**src/rtl/sensor_scan_reporter_pkg.sv**
```systemverilog
// Shared definitions for the sensor scan/report datapath: FSM state codes,
// ASCII constants and the BCD-to-ASCII mapping.
package sensor_scan_reporter_pkg;

    typedef enum logic [3:0] {
        INATIVO     = 4'd0,
        MEDE        = 4'd1,
        ESPERA      = 4'd2,
        CAPTURA     = 4'd3,
        ENVIA       = 4'd4,
        AGUARDA_TX  = 4'd5,
        PROXIMO     = 4'd6,
        TERMINA     = 4'd7,
        AGUARDA_FIM = 4'd8,
        ESPERA_PER  = 4'd9
    } estado_t;

    localparam logic [2:0] ASCII_DIGIT_PREFIX = 3'b011;
    localparam logic [6:0] ASCII_ERRO         = 7'h3F;
    localparam logic [6:0] SEP_PADRAO         = 7'h23;
    localparam logic [6:0] TERM_PADRAO        = 7'h0A;

    function automatic logic [6:0] bcd_para_ascii(input logic [3:0] digito,
                                                  input logic       erro);
        if (erro || (digito > 4'd9))
            return ASCII_ERRO;
        return {ASCII_DIGIT_PREFIX, digito};
    endfunction

endpackage

```
**src/rtl/sensor_scan_reporter_if.sv**
```systemverilog
// Character-level handshake between the reporter and the serial transmitter.
interface sensor_scan_reporter_if;
    logic       tx_partida;
    logic [6:0] tx_dados;
    logic       tx_pronto;

    modport master (output tx_partida, output tx_dados, input tx_pronto);
    modport slave  (input tx_partida, input tx_dados, output tx_pronto);
endinterface

```
**src/rtl/bcd_ascii_sel.sv**
```systemverilog
// Picks the character to send from the captured measurements: a digit, '?'
// for an invalid digit or a timed-out channel, or the separator.
module bcd_ascii_sel
    import sensor_scan_reporter_pkg::*;
#(
    parameter int unsigned N_CH   = 3,
    parameter int unsigned DIGITS = 3,
    parameter logic [6:0]  SEP    = SEP_PADRAO,
    localparam int unsigned CW    = (N_CH > 1) ? $clog2(N_CH) : 1,
    localparam int unsigned IW    = $clog2(DIGITS + 1)
) (
    input  logic [N_CH*4*DIGITS-1:0] shadow,
    input  logic [CW-1:0]            canal,
    input  logic [IW-1:0]            indice,
    input  logic [N_CH-1:0]          erro,
    output logic [6:0]               caractere
);
    logic [3:0] nibble;
    logic       canal_erro;

    always_comb begin
        nibble     = '0;
        canal_erro = 1'b0;
        caractere  = SEP;
        for (int unsigned c = 0; c < N_CH; c++) begin
            if (c == 32'(canal)) begin
                canal_erro = erro[c];
                for (int unsigned d = 0; d < DIGITS; d++) begin
                    if (d == 32'(indice))
                        nibble = shadow[c*4*DIGITS + (DIGITS-1-d)*4 +: 4];
                end
            end
        end
        if (32'(indice) < DIGITS)
            caractere = bcd_para_ascii(nibble, canal_erro);
    end
endmodule

```
**src/rtl/contador_m.sv**
```systemverilog
// Saturating up-counter 0..M-1 with synchronous restart and terminal flag.
module contador_m #(
    parameter int unsigned M = 16
) (
    input  logic clock,
    input  logic reset,
    input  logic zera_s,
    input  logic conta,
    output logic fim
);
    localparam int unsigned N = (M > 1) ? $clog2(M) : 1;

    logic [N-1:0] q;

    // Restart together with conta loads 1, so the restart cycle itself counts.
    always_ff @(posedge clock or negedge reset) begin
        if (!reset)
            q <= '0;
        else if (zera_s)
            q <= conta ? N'(1) : '0;
        else if (conta && (q != N'(M - 1)))
            q <= q + N'(1);
    end

    assign fim = (q == N'(M - 1));
endmodule

```
**src/rtl/sensor_scan_reporter.sv**
```systemverilog
// Periodic multi-channel ultrasonic scan with timeout, reported as one ASCII
// frame per scan through the character transmitter handshake.
module sensor_scan_reporter
    import sensor_scan_reporter_pkg::*;
#(
    parameter int unsigned N_CH    = 3,
    parameter int unsigned DIGITS  = 3,
    parameter int unsigned PERIOD  = 50_000_000,
    parameter int unsigned TIMEOUT = 3_000_000,
    parameter logic [6:0]  SEP     = SEP_PADRAO,
    parameter bit          TERM_EN = 1'b1,
    parameter logic [6:0]  TERM    = TERM_PADRAO
) (
    input  logic                     clock,
    input  logic                     reset,
    input  logic                     enable,
    input  logic [N_CH*4*DIGITS-1:0] medida,
    input  logic [N_CH-1:0]          pronto_med,
    sensor_scan_reporter_if.master   tx,
    output logic                     medir,
    output logic                     ocupado,
    output logic [N_CH-1:0]          erro_timeout,
    output logic [3:0]               db_estado
);
    localparam int unsigned CW      = (N_CH > 1) ? $clog2(N_CH) : 1;
    localparam int unsigned IW      = $clog2(DIGITS + 1);
    localparam logic [IW-1:0] IDX_SEP = IW'(DIGITS);
    localparam logic [CW-1:0] CH_ULT  = CW'(N_CH - 1);

    estado_t                  estado, estado_prox;
    logic [N_CH-1:0]          sticky;
    logic [N_CH*4*DIGITS-1:0] shadow;
    logic [CW-1:0]            canal;
    logic [IW-1:0]            indice;
    logic [6:0]               caractere;
    logic                     todos_prontos, ultimo;
    logic                     periodo_fim, tempo_fim;

    assign todos_prontos = &(sticky | pronto_med);
    assign ultimo        = (indice == IDX_SEP) && (canal == CH_ULT);

    contador_m #(.M(PERIOD)) u_periodo (
        .clock  (clock),
        .reset  (reset),
        .zera_s (estado == MEDE),
        .conta  (estado != INATIVO),
        .fim    (periodo_fim)
    );

    contador_m #(.M(TIMEOUT)) u_timeout (
        .clock  (clock),
        .reset  (reset),
        .zera_s (estado == MEDE),
        .conta  ((estado == MEDE) || (estado == ESPERA)),
        .fim    (tempo_fim)
    );

    bcd_ascii_sel #(.N_CH(N_CH), .DIGITS(DIGITS), .SEP(SEP)) u_sel (
        .shadow    (shadow),
        .canal     (canal),
        .indice    (indice),
        .erro      (erro_timeout),
        .caractere (caractere)
    );

    always_ff @(posedge clock or negedge reset) begin
        if (!reset)
            estado <= INATIVO;
        else
            estado <= estado_prox;
    end

    always_comb begin
        estado_prox   = estado;
        medir         = 1'b0;
        tx.tx_partida = 1'b0;
        tx.tx_dados   = '0;
        unique case (estado)
            INATIVO:     if (enable) estado_prox = MEDE;
            MEDE: begin
                medir       = 1'b1;
                estado_prox = ESPERA;
            end
            ESPERA:      if (todos_prontos || tempo_fim) estado_prox = CAPTURA;
            CAPTURA:     estado_prox = ENVIA;
            ENVIA: begin
                tx.tx_partida = 1'b1;
                tx.tx_dados   = caractere;
                estado_prox   = AGUARDA_TX;
            end
            AGUARDA_TX: begin
                tx.tx_dados = caractere;
                if (tx.tx_pronto) estado_prox = PROXIMO;
            end
            PROXIMO: begin
                if (!ultimo)      estado_prox = ENVIA;
                else if (TERM_EN) estado_prox = TERMINA;
                else              estado_prox = ESPERA_PER;
            end
            TERMINA: begin
                tx.tx_partida = 1'b1;
                tx.tx_dados   = TERM;
                estado_prox   = AGUARDA_FIM;
            end
            AGUARDA_FIM: begin
                tx.tx_dados = TERM;
                if (tx.tx_pronto) estado_prox = ESPERA_PER;
            end
            ESPERA_PER: begin
                if (!enable)          estado_prox = INATIVO;
                else if (periodo_fim) estado_prox = MEDE;
            end
            default:     estado_prox = INATIVO;
        endcase
    end

    assign ocupado   = (estado != INATIVO);
    assign db_estado = estado;

    always_ff @(posedge clock or negedge reset) begin
        if (!reset) begin
            sticky       <= '0;
            shadow       <= '0;
            erro_timeout <= '0;
            canal        <= '0;
            indice       <= '0;
        end else begin
            unique case (estado)
                MEDE:    sticky <= '0;
                ESPERA:  sticky <= sticky | pronto_med;
                CAPTURA: begin
                    shadow       <= medida;
                    erro_timeout <= ~(sticky | pronto_med);
                    canal        <= '0;
                    indice       <= '0;
                end
                PROXIMO: begin
                    if (indice == IDX_SEP) begin
                        indice <= '0;
                        if (canal != CH_ULT) canal <= canal + CW'(1);
                    end else begin
                        indice <= indice + IW'(1);
                    end
                end
                default: ;
            endcase
        end
    end
endmodule

```
**src/flat_wrapper.sv**
```systemverilog
// flat-port wrapper written by rule: the top's interface ports become plain ports
module sensor_scan_reporter_flat import sensor_scan_reporter_pkg::*;
#(
    parameter int unsigned N_CH    = 3,
    parameter int unsigned DIGITS  = 3,
    parameter int unsigned PERIOD  = 50_000_000,
    parameter int unsigned TIMEOUT = 3_000_000,
    parameter logic [6:0]  SEP     = SEP_PADRAO,
    parameter bit          TERM_EN = 1'b1,
    parameter logic [6:0]  TERM    = TERM_PADRAO
)
  (clock, reset, enable, medida, pronto_med, medir, ocupado, erro_timeout, db_estado, tx_tx_partida, tx_tx_dados, tx_tx_pronto);
  sensor_scan_reporter_if tx_i ();
  input  logic clock;
  input  logic reset;
  input  logic enable;
  input  logic [N_CH*4*DIGITS-1:0] medida;
  input  logic [N_CH-1:0] pronto_med;
  output logic medir;
  output logic ocupado;
  output logic [N_CH-1:0] erro_timeout;
  output logic [3:0] db_estado;
  output wire logic [$bits(tx_i.tx_partida)-1:0] tx_tx_partida;
  output wire logic [$bits(tx_i.tx_dados)-1:0] tx_tx_dados;
  input wire logic [$bits(tx_i.tx_pronto)-1:0] tx_tx_pronto;
  assign tx_tx_partida = tx_i.tx_partida;
  assign tx_tx_dados = tx_i.tx_dados;
  assign tx_i.tx_pronto = tx_tx_pronto;
  sensor_scan_reporter #(.N_CH(N_CH), .DIGITS(DIGITS), .PERIOD(PERIOD), .TIMEOUT(TIMEOUT), .SEP(SEP), .TERM_EN(TERM_EN), .TERM(TERM)) u_core (.clock(clock), .reset(reset), .enable(enable), .medida(medida), .pronto_med(pronto_med), .tx(tx_i), .medir(medir), .ocupado(ocupado), .erro_timeout(erro_timeout), .db_estado(db_estado));
endmodule
```
**config.mk**
```make
export PLATFORM = sky130hd
export DESIGN_NAME = sensor_scan_reporter_flat
export DESIGN_NICKNAME = d
export VERILOG_FILES = /design/src/rtl/sensor_scan_reporter_pkg.sv /design/src/rtl/sensor_scan_reporter_if.sv /design/src/rtl/bcd_ascii_sel.sv /design/src/rtl/contador_m.sv /design/src/rtl/sensor_scan_reporter.sv /design/src/flat_wrapper.sv
export SDC_FILE = /design/constraint.sdc
export NUM_CORES = 1
export LEC_CHECK = 0
export BUFFER_PORTS_ARGS = -buffer_cell sky130_fd_sc_hd__buf_2
export CORE_MARGIN = 5
export CORE_UTILIZATION = 50
export CTS_BUF_LIST = sky130_fd_sc_hd__clkbuf_4
export CTS_CLUSTER_DIAMETER = 40
export DETAILED_ROUTE_END_ITERATION = 16
export GPL_ROUTABILITY_DRIVEN = 0
export PLACE_DENSITY_LB_ADDON = 0.2
export SLEW_MARGIN = 15
export SYNTH_ARGS = -nofsm -noshare
export SYNTH_HDL_FRONTEND = slang
export SYNTH_HIERARCHICAL = 1
export SYNTH_SLANG_ARGS = --single-unit
export TNS_END_PERCENT = 5
```
**constraint.sdc**
```tcl
create_clock -name clock -period 3.7 [get_ports clock]
set_clock_uncertainty 0.15 [all_clocks]
set_input_delay 0.555 -clock clock [delete_from_list [all_inputs] [get_ports clock]]
set_output_delay 0.555 -clock clock [all_outputs]
set_load 0.02 [all_outputs]
```
# Yosys cells after proc, flatten, opt, wreduce, memory -nomap -nowiden
# Cells that the tools add are included.
[op_classes]
mux = 43
bitwise_logic = 2
n_eq_ne = 27
n_reduce_logical = 20
order_cmp = 2
n_addsub = 4
[op_table]
columns = ["cell", "count"]
rows = [
  ["4-bit two-way mux", 18],
  ["26-bit two-way mux", 2],
  ["22-bit two-way mux", 2],
  ["4-bit one-hot mux with 10 select lines", 1],
  ["26-bit by 1-bit adder with 26-bit output, second input constant", 1],
  ["26-bit equality test, second input constant", 1],
  ["26-bit inequality test, second input constant", 1],
  ["22-bit by 1-bit adder with 22-bit output, second input constant", 1],
  ["22-bit equality test, second input constant", 1],
  ["22-bit inequality test, second input constant", 1],
  ["7-bit two-way mux", 3],
  ["4-bit by 3-bit equality test with 1-bit output, second input constant", 4],
  ["7-bit one-hot mux with 2 select lines", 1],
  ["2-bit inequality test, second input constant", 5],
  ["1-bit two-way mux", 9],
  ["4-bit by 2-bit equality test with 1-bit output, second input constant", 2],
  ["4-bit equality test, second input constant", 2],
  ["2-bit two-way mux", 4],
  ["2-bit one-hot mux with 2 select lines", 2],
  ["2-bit nonzero test", 4],
  ["3-bit one-hot mux with 2 select lines", 1],
  ["3-bit AND reduction", 2],
  ["2-bit OR reduction", 3],
  ["5-bit AND reduction", 1],
  ["16 further kinds", 26],
]
[totals]
input_bits = 43
reg_bits = 98
output_inout_bits = 17
wordCells = 106

# Longest topological paths before layout
# Gate-level depths: netlist of run 1.
[depth]
word_depth = 20
depth_mapped = 10
ltp_nobuf = 8

# Cells and area by module
# Netlist of run 1, hierarchy kept.
[modules_own_cells]
columns = ["mod", "instances", "cells_each", "seq_area_each_um2", "area_per_inst_um2"]
rows = [
  ["sensor_scan_reporter", 1, 256, 1251.2, 2290.9],
  ["contador_m at u_core.u_periodo", 1, 156, 650.6, 1466.4],
  ["contador_m at u_core.u_timeout", 1, 152, 550.5, 1365.1],
  ["bcd_ascii_sel", 1, 80, 0.0, 526.8],
]

# Worst setup path before layout of run 1
# Ideal clock, no wire load.
[synth_timing]
kind = "register to register"
start = "register u_core.estado[1], in the netlist u_core/db_estado[1]"
end = "register u_core.u_timeout.q[19]"
path_buffers = 3
path_slack_ps = 1001
setup_ps = 78
synth_period_minus_slack_ps = 2699
path_stages_with_launch = 10
required_time_ps = 3472
t_arrival_ps = 2471
cell_sequence = "dfrtp_1 > buf_4 > xnor2_1 > nor3_1 > buf_2 > nand3_1 > or4_1 > buf_2 > or4b_1 > a21oi_1"
[synth_via]
elab_chain_len = 4
elab_cells_between_ends = 6
cone_classes = "eq/ne: 2; mux: 1; reduce/logical: 3"
[synth_lines]
columns = ["element", "line_no", "text"]
rows = [
  ["start, declared", "sensor_scan_reporter.sv:30", "estado_t estado, estado_prox;"],
  ["start signal, assigned", "sensor_scan_reporter.sv:70", "estado <= estado_prox;"],
  ["4-bit by 1-bit equality test with 1-bit output / 4-bit by 2-bit equality test with 1-bit output (equally long branches)", "sensor_scan_reporter.sv:53, sensor_scan_reporter.sv:54", ""],
  ["1-bit logical OR", "sensor_scan_reporter.sv:54", ".conta ((estado == MEDE) || (estado == ESPERA)),"],
  ["1-bit logical AND", "contador_m.sv:21", "else if (conta && (q != N'(M - 1)))"],
  ["2-bit nonzero test (no source line)", "-", ""],
  ["end signal, assigned", "contador_m.sv:20", "q <= conta ? N'(1) : '0;"],
  ["end signal, assigned", "contador_m.sv:22", "q <= q + N'(1);"],
  ["end, declared", "contador_m.sv:13", "logic [N-1:0] q;"],
]
# Parallel ways exist; a longest one is shown, timed or not.
# A chain may end at the register's enable or synchronous reset.

# Worst setup path after layout of run 1
[layout_timing]
start = "register u_core.indice[0]"
end = "output port tx_tx_dados[1]"
[layout_via]
elab_chain_len = 20
elab_cells_between_ends = 23
cone_classes = "order compare: 2; eq/ne: 2; mux: 17; reduce/logical: 2"
[layout_lines]
columns = ["element", "line_no", "text"]
rows = [
  ["start, declared", "sensor_scan_reporter.sv:34", "logic [IW-1:0] indice;"],
  ["start signal, assigned", "sensor_scan_reporter.sv:142", "indice <= indice + IW'(1);"],
  ["2-bit zero test", "bcd_ascii_sel.sv:29", "if (d == 32'(indice))"],
  ["4-bit two-way mux (3 in a row)", "bcd_ascii_sel.sv:29", ""],
  ["4-bit two-way mux", "bcd_ascii_sel.sv:26", "if (c == 32'(canal)) begin"],
  ["4-bit two-way mux (3 in a row)", "bcd_ascii_sel.sv:29", ""],
  ["4-bit two-way mux", "bcd_ascii_sel.sv:26", ""],
  ["4-bit two-way mux (3 in a row)", "bcd_ascii_sel.sv:29", ""],
  ["4-bit two-way mux", "bcd_ascii_sel.sv:26", ""],
  ["4-bit greater-than comparator", "sensor_scan_reporter_pkg.sv:25", "if (erro || (digito > 4'd9))"],
  ["1-bit logical OR", "sensor_scan_reporter_pkg.sv:25", ""],
  ["1-bit two-way mux", "sensor_scan_reporter_pkg.sv:25", ""],
  ["1-bit two-way mux", "bcd_ascii_sel.sv:34", "if (32'(indice) < DIGITS)"],
  ["7-bit two-way mux", "sensor_scan_reporter_pkg.sv:27", "return {ASCII_DIGIT_PREFIX, digito};"],
  ["7-bit two-way mux *", "bcd_ascii_sel.sv:34", ""],
  ["via u_core.caractere[1]", "sensor_scan_reporter.sv:35", "logic [6:0] caractere;"],
  ["7-bit one-hot mux with 2 select lines *", "sensor_scan_reporter.sv:78", "unique case (estado)"],
  ["end, declared", "flat_wrapper.sv:24", "output wire logic [$bits(tx_i.tx_dados)-1:0] tx_tx_dados;"],
]
# Mark *: on every way through the listed nets, which the timed path passes. The rest lies on a longest branch. The select of a mux whose other input is x is not followed.

==> results.md, run 1 <==
* Wire per inst at 15.9 um
* Post-Synthesis Cells at about 640
* Cts bufs inserted at 9
* First-pass GRT wire length at between 20 and 25 mm
* Clk buf depth at 2
* Total Wirelength at 13.2 mm
* Crit path time final at roughly 3.5 ns
* Setup_tns at 0 ns
* Worst path top cell family by delay: compound AO/OA/AOI/OAI gates
* Worst Path Buf+Inv at 1
* Crit. End Element: output port
* Post-CTS Resized at 0
* Die Area at approximately 14000 um^2
* Post-DRT Antenna Nets at 0
* Met3 Wirelength at between 800 and 900 um
* Insertion delay to the later sink of the worst-skew pair at 0.46 ns
* Drt pass-1 iters at 5
* Period utilization at 0.944
* Num rows at 38
* Status: completed
* Top Layer Used: met5
* Post-synth ARST share at 1.00
* Clock tree sinks at roughly 100
* Initial Util at 0.517
* Synthesized area per cell at between 8 and 9 um^2
* Port Buffer Count at between 50 and 60
* Flops & latches, synth at 98
* Largest net degree at the start of global routing at 86
* Worst Path Arrival at between 2 and 3 ns
* Initial antenna violation count at 1
* CTS root buffer: clkbuf_4
* Die Ht at about 120 um
* Pwr/cell area at 675 nW/um^2
* Ports at 60
* Share of cells above drive strength 1 at 0.171
* Die W at approximately 120 um
* Placed Area at ~6000 um^2
* Routed length on met2 at approximately 6.3 mm
* Commonest non-fill, non-tap cell in the layout: nand2_1
* CP Data Required Time at between 2 and 3 ns
* Worst Max-Slew Pin Slew at ~1.1 ns
* Max Slew Vio Count at 0
* RSZ-0062 raised after global routing: no
* Largest stage delay on the critical path at ~0.57 ns
* Post-synth EDFFs at 0
* Slowest cell on crit path: nor2b_1
* Sequential fraction of the synthesis area at 0.434
* Most frequent cells in the layout: 157 x nand2_1, 98 x dfrtp_1, 57 x buf_2
* Primary FF master, synth: dfrtp_1
* Routed met1 length at 5.83 mm
* Rel. slew slack at 0.238
* CTS tree: yes
* Remaining DRCs at 0
* N_diodes at 0
* CTS clk-pin slew, worst paths at 0.16 ns
* Crit Path Max Fanout at 10
* GR Overflow Total at 0
* Startpoint types: register
* Synth unique cells at between 70 and 80
* Initial DRC Count at ~350
* Syn Nets at around 690
* Final setup viols at 0
* HPWL after DPL at between 9 and 10 mm
* Core area at 10900 um^2
* Maxcap violations at 0
* Gr usage total at 0.208
* Hold Slack at 0.114 ns
* Worst path cell trace: nor2b_1 > a21oi_1 > o32ai_1 > nand2_1 > nand2_1 > mux2i_1 > o21ai_0 > buf_2
* Maximum vdd drop at around 0.50 mV
* Final #Nets at 734
* Max Freq at between 0.2 and 0.3 GHz
* Design Area, Final at approximately 6100 um^2
* Via/cell ratio at about 5.8
* Vias in the first global route at roughly 4600
* Crit Path Class: register to output port
* H-tree Lvls at 3
* CP most frequent cell: nand2_1
* Mapped Area at around 5600 um^2
* Ys Warns at 6
* Fillers at 1041
* Total number of vias at ~4800
* Leak pwr at about 2.7 nW
* Hold Vio Cnt, Final at 0
* Layout area overhead at 7.73%
* HP Class: primary input to register
==> sequential cells by signal (all words and copies together) (netlist names) <==
register             flops
u_core/u_timeout/q      22
u_core/u_periodo/q      26
u_core/canal             2
u_core/sticky            3
u_core/erro_timeout      3
u_core/shadow           36
u_core/db_estado         4
u_core/indice            2
==> synth_stat cells (9+ instances only) <==
library cell / number / area share
o21ai_0: 16 / 0.014
dfrtp_1: 98 / 0.43
inv_1: 19 / 0.013
and3_1: 9 / 0.010
o31ai_1: 15 / 0.020
mux2_2: 11 / 0.022
nor2b_1: 14 / 0.016
nand4_1: 12 / 0.013
nand2_1: 157 / 0.10
nor2_1: 42 / 0.028
a21oi_1: 34 / 0.030
or3_1: 11 / 0.012
buf_2: 11 / 0.0097
nand3_1: 20 / 0.018
o21ai_1: 11 / 0.0097
or4_1: 16 / 0.021
mux2i_1: 19 / 0.034
clkbuf_1: 9 / 0.0060
==> power breakdown <==
group	internal, mW	switching (mW)
logic	0.736	1.16
clock network	0.135	0.373
registers	1.37	0.333
==> cell type report <==
type                       count  area [um^2]  share of cell area
clock buffer                   9         67.6              0.0111
clock inverter                 7         46.3             0.00761
inverter                      20         75.1              0.0123
multi-input combinational    492         2900               0.476
sequential                    98         2450               0.403
tap                          140          175              0.0288
timing repair buffer          66          372              0.0611
==> tightest hold or removal path: cells and delay by family <==
family                 cells  cell delay [ns]
buffers and inverters      1             0.07
AND/OR/NAND/NOR            2             0.09
==> per-stage QoR <==
step                      cells  utilization  power, mW  setup slack (ns)
after floorplan             644            -       3.15              1.00
after global placement      815        0.545       3.55             0.775
after detailed placement    815        0.545       3.62             0.730
after CTS                   831        0.555       4.13             0.166
after global routing        832        0.557       4.46           0.00490
final                       832        0.557       4.11             0.208
==> final timing paths <==
kind,startpoint,end,slack (ns),depth (start not counted)
max in group asynchronous,reset,u_core/u_timeout/q[13]$_DFFE_PN0P_,2.20,3
hold reg to reg,u_core/shadow[19]$_DFFE_PN0P_,u_core/shadow[19]$_DFFE_PN0P_,0.35,2
setup reg to reg,u_core/db_estado[1]$_DFFE_PN0P_,u_core/u_periodo/q[25]$_DFFE_PN0P_,0.67,7
setup / recovery,u_core/indice[0]$_DFFE_PN0P_,tx_tx_dados[1],0.21,8
min in group asynchronous,reset,u_core/shadow[12]$_DFFE_PN0P_,0.54,2
hold / removal,medida[10],u_core/shadow[10]$_DFFE_PN0P_,0.11,3
==> what timing repair did <==
item / CTS / global route
setup buffers: 0 / 0
hold endpoints to repair: 0 / 5
hold buffers: 0 / 1
==> kinds of logic (layout without fill, tap and decap cells) <==
logic type,after synthesis,after routing,share of synthesized area
compound gates,117,117,0.139
other cells,2,2,0.00133
buf+inv,54,102,0.0551
flops,98,98,0.434
mux,31,31,0.0576
fa+ha+maj,4,4,0.00886
xor+xnor,13,13,0.0202
simple gates,325,325,0.284
==> layer usage <==
layer  track usage  vias up
met2         0.334      118
met1         0.280     2307
met3        0.0451       18
met5             0        -
met4        0.0712        2
li1              -     2354
(Power assumes the default switching activity.)
==> inputs of run 2 (changes only) <==
Settings changed: CAP_MARGIN from default to 20.
Clock period 3.7 ns to 4.4 ns, I/O delays scaled along.
==> run 2 against run 1 <==
Cell count is 0.12% lower. Non-clock buffer count fell by 1. Combinational power is 19% lower. Critical path type unchanged. Largest cell class unchanged.
==> results.md, run 2 (same netlist as run 1, synthesis figures left out) <==
* Status: completed
* Share of cells above drive strength 1 at 0.168
* Maxcap violations at 0
* HP Class: primary input to register
* CTS clk-pin slew, worst paths at ~0.15 ns
* Pre-CTS setup slack at 1.10 ns
* H-tree Lvls at 3
* Layout area overhead at 7.66%
* Worst r2r src: u_core/db_estado[1]$_DFFE_PN0P_
* N_diodes at 0
* Maximum vdd drop at 0.275 mV
* CTS tree: yes
* Die W at around 120 um
* First-pass GRT wire length at 22.5 mm
* Wire per inst at 15.9 um
* Hold Vio Cnt, Final at 0
* Worst reg2reg path endpoint: u_core/u_periodo/q[25]$_DFFE_PN0P_
* Insertion delay to the later sink of the worst-skew pair at ~0.46 ns
* Pwr/cell area at roughly 570 nW/um^2
* Final setup viols at 0
* Setup_tns at 0 ns
* Gr usage total at 0.207
* GR Overflow Total at 0
* Largest stage delay on the critical path at ~0.70 ns
* Rel. slew slack at 0.315
* Setup Buffers After CTS at 0
* Worst path cell trace: nor2b_1 > a21oi_1 > o32ai_1 > nand2_1 > nand2_1 > mux2i_1 > o21ai_0 > buf_2
* Core area at roughly 11000 um^2
* Crit. End Element: output port
* Leak pwr at ~2.7 nW
* Most frequent cells in the layout: 157 x nand2_1, 98 x dfrtp_1, 57 x buf_2
* Max FFs per register at 36
* Port Buffer Count at 58
* Fillers at 1014
* CP Data Required Time at 3.59 ns
* Crit Path Max Fanout at 19
* Largest net degree at the start of global routing at 83
* Final #Nets at 733
* Drt pass-1 iters at 5
* Post-CTS Resized at 0
* Total number of vias at a little under 5000
* Top Registers: u_core/shadow: 36 flops, u_core/u_periodo/q: 26 flops, u_core/u_timeout/q: 22 flops
* Total Wirelength at 13.2 mm
* Die Ht at about 120 um
* Num rows at 38
* Max Freq at approximately 0.26 GHz
* Clock tree sinks at about 100
* CTS root buffer: clkbuf_4
* PnR worst setup slack at just under 0.6 ns
* Worst Path Arrival at 3.01 ns
* Remaining DRCs at 0
* RSZ-0062 raised after global routing: no
* Crit path time final at approximately 3.8 ns
* HPWL after DPL at a little over 9 mm
* Seq. cell area at roughly 2500 um^2
* CP most frequent cell: nand2_1
* Slowest cell on crit path: dfrtp_1
* Period utilization at 0.868
* Hold Crit Endpoint: u_core/shadow[0]$_DFFE_PN0P_
* Ports at 60
* Worst Max-Slew Pin Slew at ~1.0 ns
* Commonest non-fill, non-tap cell in the layout: nand2_1
* Initial DRC Count at around 320
* Max Slew Vio Count at 0
* Die Area at 13500 um^2
* Hold path start: medida[0]
* Multi-input logic area at approximately 2900 um^2
* Crit Path Class: register to output port
* R2r setup slk at about 1.4 ns
* Vias in the first global route at about 4700
* Via/cell ratio at ~5.8
* Initial Util at 0.517
* Clk buf depth at 2
* Initial antenna violation count at 1
* Post-CTS Hold Fix Bufs at 0
* Cells on worst reg2reg path at 7
* Cts bufs inserted at 9
* Register name with the most flops: u_core/shadow
* Startpoint types: register
* Post-DRT Antenna Nets at 0
* WHS Path Cells at 3
==> run 2: changes by cell type in the layout (fill, tap and decap cells not counted), sizes merged <==
| cell | delta |
|---|---|
| clkinv | -2 |
| clkbuf | +4 |
| clkinvlp | -2 |
| buf | -1 |
==> run 2: cell type report <==
class	instances	share of cell area
multi-input cells	492	0.476
clock buffers	13	0.0160
clock inverters	3	0.00267
flip-flops and latches	98	0.403
well taps	140	0.0288
repair buffers	65	0.0605
inverters	20	0.0123
==> run 2: how the worst max path moves through the flow <==
stage                     end  depth (start not counted)                    startpoint
2_1_floorplan  tx_tx_dados[1]                         10  u_core/indice[1]$_DFFE_PN0P_
3_3_place_gp   tx_tx_dados[1]                          9  u_core/indice[1]$_DFFE_PN0P_
3_5_place_dp   tx_tx_dados[1]                          8  u_core/indice[1]$_DFFE_PN0P_
4_1_cts        tx_tx_dados[1]                          8  u_core/indice[1]$_DFFE_PN0P_
5_1_grt        tx_tx_dados[1]                          8  u_core/indice[1]$_DFFE_PN0P_
6_report       tx_tx_dados[1]                          8  u_core/indice[1]$_DFFE_PN0P_
==> run 2: per-layer routing <==
| metal | up-vias | share of wire | global-route usage |
|---|---|---|---|
| li1 | 2348 | - | - |
| met1 | 2312 | 0.46 | 0.284 |
| met2 | 140 | 0.46 | 0.320 |
| met3 | 26 | 0.062 | 0.0456 |
| met4 | 2 | 0.021 | 0.0797 |
| met5 | - | 0.0015 | 0 |
==> run 2: report_power, final <==
group          internal, mW  leakage [nW]  switching (mW)
clock                 0.140        0.0654           0.296
sequential             1.15          1.28           0.302
combinational         0.600          1.37           0.944
==> run 2: worst max-delay path: cells and delay by family, from the launching register on <==
kind,cells,cell delay (ns)
and+or+nand+nor,3,0.82
AOI/OAI and AO/OA,3,0.76
DFF,1,0.70
buffers and inverters,1,0.20
muxes,1,0.06
==> run 2: metrics by stage <==
step	total power, mW	hold slack [ns]	instance area [um^2]	util	cells
after floorplan	2.65	0.214	5650	-	644
after global placement	2.97	0.311	5930	0.542	813
after detailed placement	3.02	0.317	5930	0.542	813
after CTS	3.46	0.187	6040	0.553	829
after global routing	3.75	0.207	6080	0.556	831
final	3.44	0.219	6080	0.556	831
==> inputs of run 3 (changes only) <==
Settings changed: CTS_BUF_LIST sky130_fd_sc_hd__clkbuf_4 to sky130_fd_sc_hd__clkbuf_8, MAX_ROUTING_LAYER from default to met4.
==> run 3 against run 2 <==
Cell area is 0.72% higher. Routed wire length up 0.26%. Register-to-register slack about the same. Power grew 2.6%. Cell count unchanged. First-iteration DRC count increased by 14%. Largest cell class unchanged.
==> results.md, run 3 (same netlist as run 1, synthesis figures left out) <==
* Crit Path Max Fanout at 19
* Clock tree sinks at 98
* R2r setup slk at roughly 1.4 ns
* Hold Vio Cnt, Final at 0
* Post-CTS Resized at 0
* Startpoint types: register
* Post-DRT Antenna Nets at 0
* CP most frequent cell: nand2_1
* Insertion delay to the later sink of the worst-skew pair at 0.37 ns
* Crit Path Class: register to output port
* Post-Layout Cell Count at between 800 and 900
* Worst path cell trace: nor2b_1 > a21oi_1 > o21ai_1 > a32o_1 > nand2_1 > nand2_1 > mux2i_1 > o21ai_0 > buf_2
* Final #Nets at ~730
* Worst r2r src: u_core/db_estado[1]$_DFFE_PN0P_
* Max Freq at roughly 0.27 GHz
* GR Overflow Total at 0
* Post-CTS Hold Fix Bufs at 0
* Pwr/cell area at about 580 nW/um^2
* Initial Util at 0.517
* Rel. slew slack at 0.322
* CTS root buffer: clkbuf_8
* Largest net degree at the start of global routing at 83
* Max Slew Vio Count at 0
* HP Class: primary input to asynchronous set/reset pin
* Cts bufs inserted at 9
* Placed insts at around 800
* Die Ht at ~120 um
* Crit. End Element: output port
* Core area at approximately 11000 um^2
* Total number of vias at between 4000 and 5000
* Commonest non-fill, non-tap cell in the layout: nand2_1
* Most frequent cells in the layout: 157 x nand2_1, 98 x dfrtp_1, 57 x buf_2
* Setup_tns at 0 ns
* Maxcap violations at 0
* Layout area overhead at 8.44%
* Largest stage delay on the critical path at roughly 0.68 ns
* HPWL after DPL at between 9 and 10 mm
* Remaining DRCs at 0
* Fillers at ~1000
* Drt pass-1 iters at 5
* Status: completed
* Port Buffer Count at between 50 and 60
* Register name with the most flops: u_core/shadow
* First-pass GRT wire length at about 22 mm
* CP Data Required Time at between 3 and 4 ns
* Top Registers: u_core/shadow: 36 flops, u_core/u_periodo/q: 26 flops, u_core/u_timeout/q: 22 flops
* Max FFs per register at 36
* Worst Path Buf+Inv at 1
* CTS clk-pin slew, worst paths at approximately 0.09 ns
* Share of cells above drive strength 1 at 0.164
* Worst Path Arrival at around 2.9 ns
* Cells on worst reg2reg path at 7
* Vias in the first global route at about 4700
* Hold Slack at 0.0603 ns
* CTS tree: yes
* Period utilization at 0.841
* Gr usage total at 0.214
* Pwr Total at between 3 and 4 mW
* Leak pwr at between 2 and 3 nW
* RSZ-0062 raised after global routing: no
* Slowest cell on crit path: dfrtp_1
* Worst Max-Slew Pin Slew at approximately 1 ns
* Worst path top cell family by delay: compound AO/OA/AOI/OAI gates
* Total Wirelength at approximately 13 mm
* Ports at 60
* Worst reg2reg path endpoint: u_core/u_periodo/q[25]$_DFFE_PN0P_
* Num rows at 38
* Die Area at 13500 um^2
* Crit path time final at between 3 and 4 ns
* Initial antenna violation count at 1
* Wire per inst at about 16 um
* Clk buf depth at 2
* Initial DRC Count at between 300 and 400
* Die W at 116 um
* H-tree Lvls at 3
* Maximum vdd drop at about 0.29 mV
* Setup Buffers After CTS at 0
* Via/cell ratio at 5.85
* Final setup viols at 0
[run 3: final cells by class]
cell class / instances / area (um^2) / share of cell area
multi-input cells: 492 / 2900 / 0.473
diodes: 1 / 2.50 / 0.000408
clock inverters: 6 / 27.5 / 0.00449
clock buffers: 10 / 138 / 0.0225
flip-flops and latches: 98 / 2450 / 0.400
well taps: 140 / 175 / 0.0286
repair buffers: 64 / 358 / 0.0584
inverters: 20 / 75.1 / 0.0123
[run 3: where the power goes]
part	total (mW)	switching, mW	internal, mW
registers	1.46	0.301	1.16
clock network	0.520	0.308	0.212
logic	1.55	0.948	0.600
total	3.52	1.56	1.97
[run 3: worst max-delay path by stage]
stage                                      start        endpoint  slack [ns]  depth (start not counted)
finish              u_core/indice[1]$_DFFE_PN0P_  tx_tx_dados[1]        0.70                          9
global route        u_core/indice[1]$_DFFE_PN0P_  tx_tx_dados[1]        0.40                          8
CTS                 u_core/indice[1]$_DFFE_PN0P_  tx_tx_dados[1]        0.66                          8
detailed placement  u_core/indice[1]$_DFFE_PN0P_  tx_tx_dados[1]        1.10                          8
global placement    u_core/indice[1]$_DFFE_PN0P_  tx_tx_dados[1]        1.18                          9
floorplan           u_core/indice[1]$_DFFE_PN0P_  tx_tx_dados[1]        1.64                         10
[run 3: per-layer routing]
| metal | wire, um | track usage | share of wire |
|---|---|---|---|
| met1 | 5950 | 0.281 | 0.45 |
| met2 | 6130 | 0.328 | 0.46 |
| met3 | 890 | 0.0430 | 0.067 |
| met4 | 289 | 0.0835 | 0.022 |
| met5 | 0 | - | 0 |
[run 3: worst register-to-register path: stages, from the launching register on]
cell and delay, ns:
dfrtp_1 0.70, or3_1 0.30, nand2b_1 0.29, inv_1 0.15, nor4_4 0.45, o31ai_2 0.22
or4_1 0.51, a21oi_1 0.16
[run 3: per-stage QoR]
stage	util	worst slack (ns)	instance area [um^2]
6_report	0.560	0.701	6130
5_1_grt	0.560	0.399	6130
3_5_place_dp	0.542	1.10	5930
2_1_floorplan	-	1.64	5650
3_3_place_gp	0.542	1.18	5930
4_1_cts	0.557	0.663	6100
